File: src/rtl/trng_vn_byte_assembler.sv
// -----------------------------------------------------------------------------
// trng_vn_byte_assembler
//
// Takes the raw bit from the SR-latch entropy network, removes bias with a
// von Neumann pair extractor, watches the raw stream with a repetition-count
// health test, and packs debiased bits MSB-first into WIDTH-bit words. Words
// sit in a small FIFO and are handed out over a valid/ready interface.
//
// State table (pair extractor):
//   state      | meaning
//   IDLE       | waiting for the first bit of a raw pair
//   HAVE_FIRST | first bit of the pair held in first_q
//
// Ports:
//   clk          in   1      single clock, all state on posedge
//   rst_n        in   1      asynchronous, active-low reset
//   enabled      in   1      raw_bit is a valid sample at this edge
//   raw_bit      in   1      raw entropy bit
//   out_data     out  WIDTH  FIFO head word, 0 when nothing is offered
//   out_valid    out  1      FIFO non-empty and health test passing
//   out_ready    in   1      consumer takes out_data at this edge when valid
//   health_fail  out  1      sticky repetition-test failure
//   drop_cnt     out  8      words lost to a full FIFO, saturating at 255
// -----------------------------------------------------------------------------
module trng_vn_byte_assembler #(
  parameter int WIDTH     = 8,
  parameter int DEPTH     = 4,
  parameter int REP_LIMIT = 32
) (
  input  logic             clk,
  input  logic             rst_n,
  input  logic             enabled,
  input  logic             raw_bit,
  output logic [WIDTH-1:0] out_data,
  output logic             out_valid,
  input  logic             out_ready,
  output logic             health_fail,
  output logic [7:0]       drop_cnt
);

  localparam int AW = $clog2(DEPTH);
  localparam int PW = AW + 1;
  localparam int RW = $clog2(REP_LIMIT + 1);
  localparam int CW = (WIDTH > 1) ? $clog2(WIDTH) : 1;

  typedef enum logic {
    IDLE       = 1'b0,
    HAVE_FIRST = 1'b1
  } pair_state_t;

  // ---------------------------------------------------------------------------
  // Pair extractor
  // ---------------------------------------------------------------------------
  pair_state_t state_q, state_d;
  logic        first_q, first_d;
  logic        emit;
  logic        emit_bit;

  always_ff @(posedge clk or negedge rst_n) begin
    if (!rst_n) begin
      state_q <= IDLE;
      first_q <= 1'b0;
    end else begin
      state_q <= state_d;
      first_q <= first_d;
    end
  end

  always_comb begin
    state_d  = state_q;
    first_d  = first_q;
    emit     = 1'b0;
    emit_bit = first_q;
    if (!enabled) begin
      // a gap in sampling breaks the pair; the held first bit is abandoned
      state_d = IDLE;
    end else begin
      case (state_q)
        IDLE: begin
          state_d = HAVE_FIRST;
          first_d = raw_bit;
        end
        HAVE_FIRST: begin
          state_d = IDLE;
          emit    = (raw_bit != first_q);
        end
        default: state_d = IDLE;
      endcase
    end
  end

  // ---------------------------------------------------------------------------
  // Word assembler
  // ---------------------------------------------------------------------------
  logic [WIDTH-1:0] shift_q;
  logic [CW-1:0]    bit_cnt_q;
  logic [WIDTH-1:0] shifted;
  logic             word_done;

  assign shifted   = {shift_q[WIDTH-2:0], emit_bit};
  assign word_done = emit && (bit_cnt_q == CW'(WIDTH - 1));

  always_ff @(posedge clk or negedge rst_n) begin
    if (!rst_n) begin
      shift_q   <= '0;
      bit_cnt_q <= '0;
    end else if (emit) begin
      if (word_done) begin
        shift_q   <= '0;
        bit_cnt_q <= '0;
      end else begin
        shift_q   <= shifted;
        bit_cnt_q <= bit_cnt_q + CW'(1);
      end
    end
  end

  // ---------------------------------------------------------------------------
  // Repetition-count health test on raw samples
  // ---------------------------------------------------------------------------
  logic [RW-1:0] rep_q, rep_d;
  logic          last_q;

  always_comb begin
    rep_d = rep_q;
    if (enabled) begin
      // rep_q == 0 only before the first sample after reset
      if ((rep_q == '0) || (raw_bit != last_q))
        rep_d = RW'(1);
      else if (rep_q != RW'(REP_LIMIT))
        rep_d = rep_q + RW'(1);
    end
  end

  always_ff @(posedge clk or negedge rst_n) begin
    if (!rst_n) begin
      rep_q       <= '0;
      last_q      <= 1'b0;
      health_fail <= 1'b0;
    end else begin
      rep_q <= rep_d;
      if (enabled)
        last_q <= raw_bit;
      if (enabled && (rep_d == RW'(REP_LIMIT)))
        health_fail <= 1'b1;
    end
  end

  // ---------------------------------------------------------------------------
  // Output FIFO
  // ---------------------------------------------------------------------------
  logic [WIDTH-1:0] mem [DEPTH];
  logic [PW-1:0]    wr_q, rd_q;
  logic [PW-1:0]    fill;
  logic             empty, full;
  logic             pop, push_req, push, drop;

  assign fill     = wr_q - rd_q;
  assign empty    = (wr_q == rd_q);
  assign full     = (fill == PW'(DEPTH));
  assign out_valid = !empty && !health_fail;
  assign out_data  = out_valid ? mem[rd_q[AW-1:0]] : '0;
  assign pop      = out_valid && out_ready;
  assign push_req = word_done && !health_fail;
  // a full FIFO still takes the word when the head leaves at the same edge
  assign push     = push_req && (!full || pop);
  assign drop     = push_req && !push;

  always_ff @(posedge clk) begin
    if (push)
      mem[wr_q[AW-1:0]] <= shifted;
  end

  always_ff @(posedge clk or negedge rst_n) begin
    if (!rst_n) begin
      wr_q <= '0;
      rd_q <= '0;
    end else if (health_fail) begin
      wr_q <= '0;
      rd_q <= '0;
    end else begin
      if (push)
        wr_q <= wr_q + PW'(1);
      if (pop)
        rd_q <= rd_q + PW'(1);
    end
  end

  always_ff @(posedge clk or negedge rst_n) begin
    if (!rst_n)
      drop_cnt <= 8'd0;
    else if (drop && (drop_cnt != 8'hFF))
      drop_cnt <= drop_cnt + 8'd1;
  end

endmodule
File: config.mk
export PLATFORM = sky130hd
export DESIGN_NAME = trng_vn_byte_assembler
export DESIGN_NICKNAME = d
export VERILOG_FILES = /design/src/rtl/trng_vn_byte_assembler.sv
export SDC_FILE = /design/constraint.sdc
export NUM_CORES = 1
export LEC_CHECK = 0
export CAP_MARGIN = 20
export CORE_MARGIN = 3
export CORE_UTILIZATION = 60
export CTS_BUF_LIST = sky130_fd_sc_hd__clkbuf_8
export DETAILED_ROUTE_END_ITERATION = 16
export PLACE_DENSITY = 0.81
export REMOVE_ABC_BUFFERS = 1
export SLEW_MARGIN = 25
export SYNTH_ARGS = -nofsm -noshare
export SYNTH_HDL_FRONTEND = slang
export SYNTH_SLANG_ARGS = --single-unit
File: constraint.sdc
create_clock -name clk -period 3.1 [get_ports clk]
set_clock_uncertainty 0.2 [all_clocks]
set_input_delay 0.465 -clock clk [delete_from_list [all_inputs] [get_ports clk]]
set_output_delay 0.465 -clock clk [all_outputs]
set_load 0.005 [all_outputs]
==> reports/results.md <==
| Result | This run | Unit |
|:---|:---|:---|
| Via count | 1967 | - |
| Post-detailed-route DRC marker count | 0 | - |
| Final Cycle Share | 0.943 | - |
| Area added between synthesis and finish | 14.8 | % |
| Proportion of layout cells with a drive suffix above 1 | 0.163 | - |
| Number of DRC markers in iteration 0 | 153 | - |
| Routability cong. | 0.881 | - |
| ANT nets after route | 0 | - |
| Post-detailed-route via-to-cell ratio | 5.84 | - |
| Max cap viols | 0 | - |
| Cell types with the largest area share after synthesis | sky130_fd_sc_hd__edfxtp_1 31%, sky130_fd_sc_hd__dfrtp_1 27%, sky130_fd_sc_hd__mux4_2 5.7%, sky130_fd_sc_hd__ha_1 4.8%, sky130_fd_sc_hd__xnor2_1 2.5% | - |
| Post-Synth XOR/XNOR Area | 0.0466 | - |
| Worst path arrival time | 2.26 | ns |
| Cells on worst reg2reg path | 6 | - |
| Global-route wire length before repair | 9570 | µm |
| Critical R2R Capture | mem[0][7] | - |
| Reg-to-reg startpoint | bit_cnt_q[0] | - |
| Total clock sinks | 66 | - |
| Synthesized netlist cell count | 238 | - |
| Final-layout fill cell count | 331 | - |
| Placeable core region | 4880 | µm² |
| Deepest level of the CTS H-tree | 3 | - |
| Number of input and output port buffers inserted | 22 | - |
| Later-pin clock latency in the skew report | 0.34 | ns |
| Largest family of logic cells by synthesized area | simple AND/OR/NAND/NOR gates | - |
| Worst hold path stage count | 2 | - |
| Endpoint kind of the worst setup timing path | primary output | - |
| Total congestion overflow after global routing | 0 | - |
| Leakage power | 1.41 | nW |
| Post-CTS Setup Bufs | 0 | - |
| Reg-to-reg slack, setup | 0.65 | ns |
| Initial antenna violation count | 0 | - |
| Top cell type's share of synthesized area | 0.306 | - |
| Hold worst-path end | bit_cnt_q[2] | - |
| Met3 Usage GRT | 0.0310 | - |
| Status | finished clean | - |
| Slew Limit Fails | 0 | - |
| Met1 usage in global routing | 0.291 | - |
| Die width | 78.4 | µm |
| Headroom to the max-slew limit | 0.609 | - |
| Final setup margin | 0.176 | ns |
| Layout net count | 282 | - |
| Total I/O pin count | 23 | - |
| Cell at the root of the clock tree | sky130_fd_sc_hd__clkbuf_8 | - |
| Sum of negative setup slack | 0 | ns |
| Vertical extent of the die | 78.4 | µm |
| Summed instance area of the synthesized netlist | 3140 | µm² |
| Tmin final | 2.92 | ns |
| Count of final hold-check violations | 0 | - |
| Hold Path Origin | bit_cnt_q[2] | - |
| Setup repair after global routing missed its margin | no | - |
| Crit-path max FO | 9 | - |
| TritonCTS clock tree | built | - |
| CTS buffer count | 9 | - |
| Synth Area in Simple Gates | 0.146 | - |
| Register area share after synthesis | 0.576 | - |
| Cell row count | 25 | - |
| Portion of netlist area occupied by mux cells | 0.0895 | - |
| EDFF count, synth | 32 | - |
| Hold buffer count at CTS | 0 | - |
| Number of flip-flops and latches in the synthesized netlist | 66 | - |
| Most numerous cell in the Yosys netlist | sky130_fd_sc_hd__dfrtp_1 | - |
| Fmax achieved | 0.342 | GHz |
| Total detailed-routing wirelength | 5600 | µm |
| Class of the tightest hold or removal check | reg2reg | - |
| Design Power | 2.82 | mW |
| Unique cell type count in the Yosys netlist | 45 | - |
| Leading area contributor after synthesis | sky130_fd_sc_hd__edfxtp_1 | - |
| Overall track demand over capacity in global routing | 0.206 | - |
| First-pass DRT Iterations | 4 | - |
| Vias in the first global route | 1930 | - |
| Transition at the pin with the smallest max-transition slack | 0.585 | ns |
| Setup WS pre-CTS | 0.282 | ns |
| Post-synthesis compound-gate area fraction | 0.0680 | - |
| Critical Path Start Type | flop | - |
| Maximum number of buffers from clock root to sink | 2 | - |
| Areal power density over the cells | 782 | nW/µm² |
| Clock-pin slew of the registers on the worst-case setup and hold paths | 0.07 | ns |
| Routed wire length per instance | 16.6 | µm |
| Synthesized area divided by synthesized cell count | 13.2 | µm² |
| Worst slack on hold paths | 0.297 | ns |
| Ys flop type | sky130_fd_sc_hd__dfrtp_1 | - |
| GR Layer Usage met2 | 0.311 | - |
| Number of warnings reported in the yosys synthesis log | 0 | - |
| Initial cell density of the core | 0.644 | - |
| Highest ir drop seen on vdd | 0.437 | mV |
| Maximum number of pins on one net before global-route repair | 35 | - |
| # diodes | 0 | - |
| Post-synth ARST share | 0.515 | - |
| Leading cell types by count after synthesis | 34 x sky130_fd_sc_hd__dfrtp_1, 32 x sky130_fd_sc_hd__edfxtp_1, 17 x sky130_fd_sc_hd__nand2_1 | - |
| Die Area | 6140 | µm² |
| Required time at the worst-slack endpoint | 2.43 | ns |
| Sum of net half-perimeters after detailed placement | 3900 | µm |
| Layer with the highest usage after global routing | met2 | - |
| Start-to-end type of the worst setup path | reg2out | - |
| Post-synthesis share of cell area spent on full adders, half adders and majority gates | 0.0478 | - |
| Final setup violation count | 0 | - |
where the power goes:
part           internal, mW  total [mW]  switching (mW)
Combinational         0.521       0.974           0.453
Clock                 0.286       0.613           0.327
Sequential             1.08        1.24           0.159
Total                  1.88        2.82           0.939
cell families after synthesis:
logic type               count (synthesis)
AND/OR/NAND/NOR                         80
flip-flops                              66
AO/OA/AOI/OAI                           29
buffers and inverters                   19
multiplexers                            17
XOR/XNOR                                15
adder cells (fa/ha/maj)                 12
metrics by stage:
step,cell area [µm²],util,cells
finish,3610,0.739,337
global placement,3430,0.703,321
floorplan,3100,-,228
detailed placement,3430,0.703,321
CTS,3600,0.738,337
global route,3610,0.739,337
layout by cell type, fill, tap and decap left out, drive strengths merged, types with 4 or more instances in the layout:
cell type / n
dfrtp: 34
edfxtp: 32
clkdlybuf4s50: 22
nand2: 18
o21ai: 15
and2: 13
ha: 12
nand2b: 10
xnor2: 10
inv: 9
clkbuf: 9
mux4: 8
nor2: 7
nand3: 6
and3: 6
mux2: 6
a21oi: 5
xor2: 5
nand4: 5
nor3: 4
buf: 4
clkinv: 4
layer usage:
metal	up-vias	wire length [µm]
met2	45	2630
met4	0	142
li1	910	-
met5	-	0
met3	13	194
met1	999	2630
flip-flops by register name, summed over array words and instances (netlist names), 3 cells and up:
signal and flops:
wr_q 3, drop_cnt 8, mem 32, rd_q 3
shift_q 7, bit_cnt_q 3, rep_q 6
worst max-delay path by stage:
stage          startpoint     endpoint
6_report          wr_q[0]  out_data[3]
5_1_grt           wr_q[0]  out_data[1]
4_1_cts           wr_q[0]  out_data[1]
3_5_place_dp      wr_q[0]  out_data[3]
2_1_floorplan     rd_q[0]  out_data[0]
3_3_place_gp      raw_bit    mem[1][5]
area by class of cell:
class                   count  area, µm²  area share
repair buffers             26        250      0.0693
multi-input cells         153       1260       0.349
well taps                  67       83.8      0.0232
flip-flops and latches     66       1810       0.502
clock inverters             7       46.3      0.0128
inverters                   9       33.8     0.00936
clock buffers               9        124      0.0343
worst max-delay path, cell delays in order, from the launching register on:
cell	delay, ns
sky130_fd_sc_hd__dfrtp_1	0.42
sky130_fd_sc_hd__inv_1	0.11
sky130_fd_sc_hd__ha_1	0.32
sky130_fd_sc_hd__nand2_1	0.13
sky130_fd_sc_hd__nor2_1	0.09
sky130_fd_sc_hd__nor2_4	0.19
sky130_fd_sc_hd__and2_1	0.15
sky130_fd_sc_hd__clkdlybuf4s50_1	0.51
timing repair:
item | in CTS | in global routing
hold endpoints to repair | 0 | 0
endpoints found under the setup margin | 8 | 8
resized for setup | 1 | 1
cloned | 0 | 0
Power figures use the tool's default switching activity.
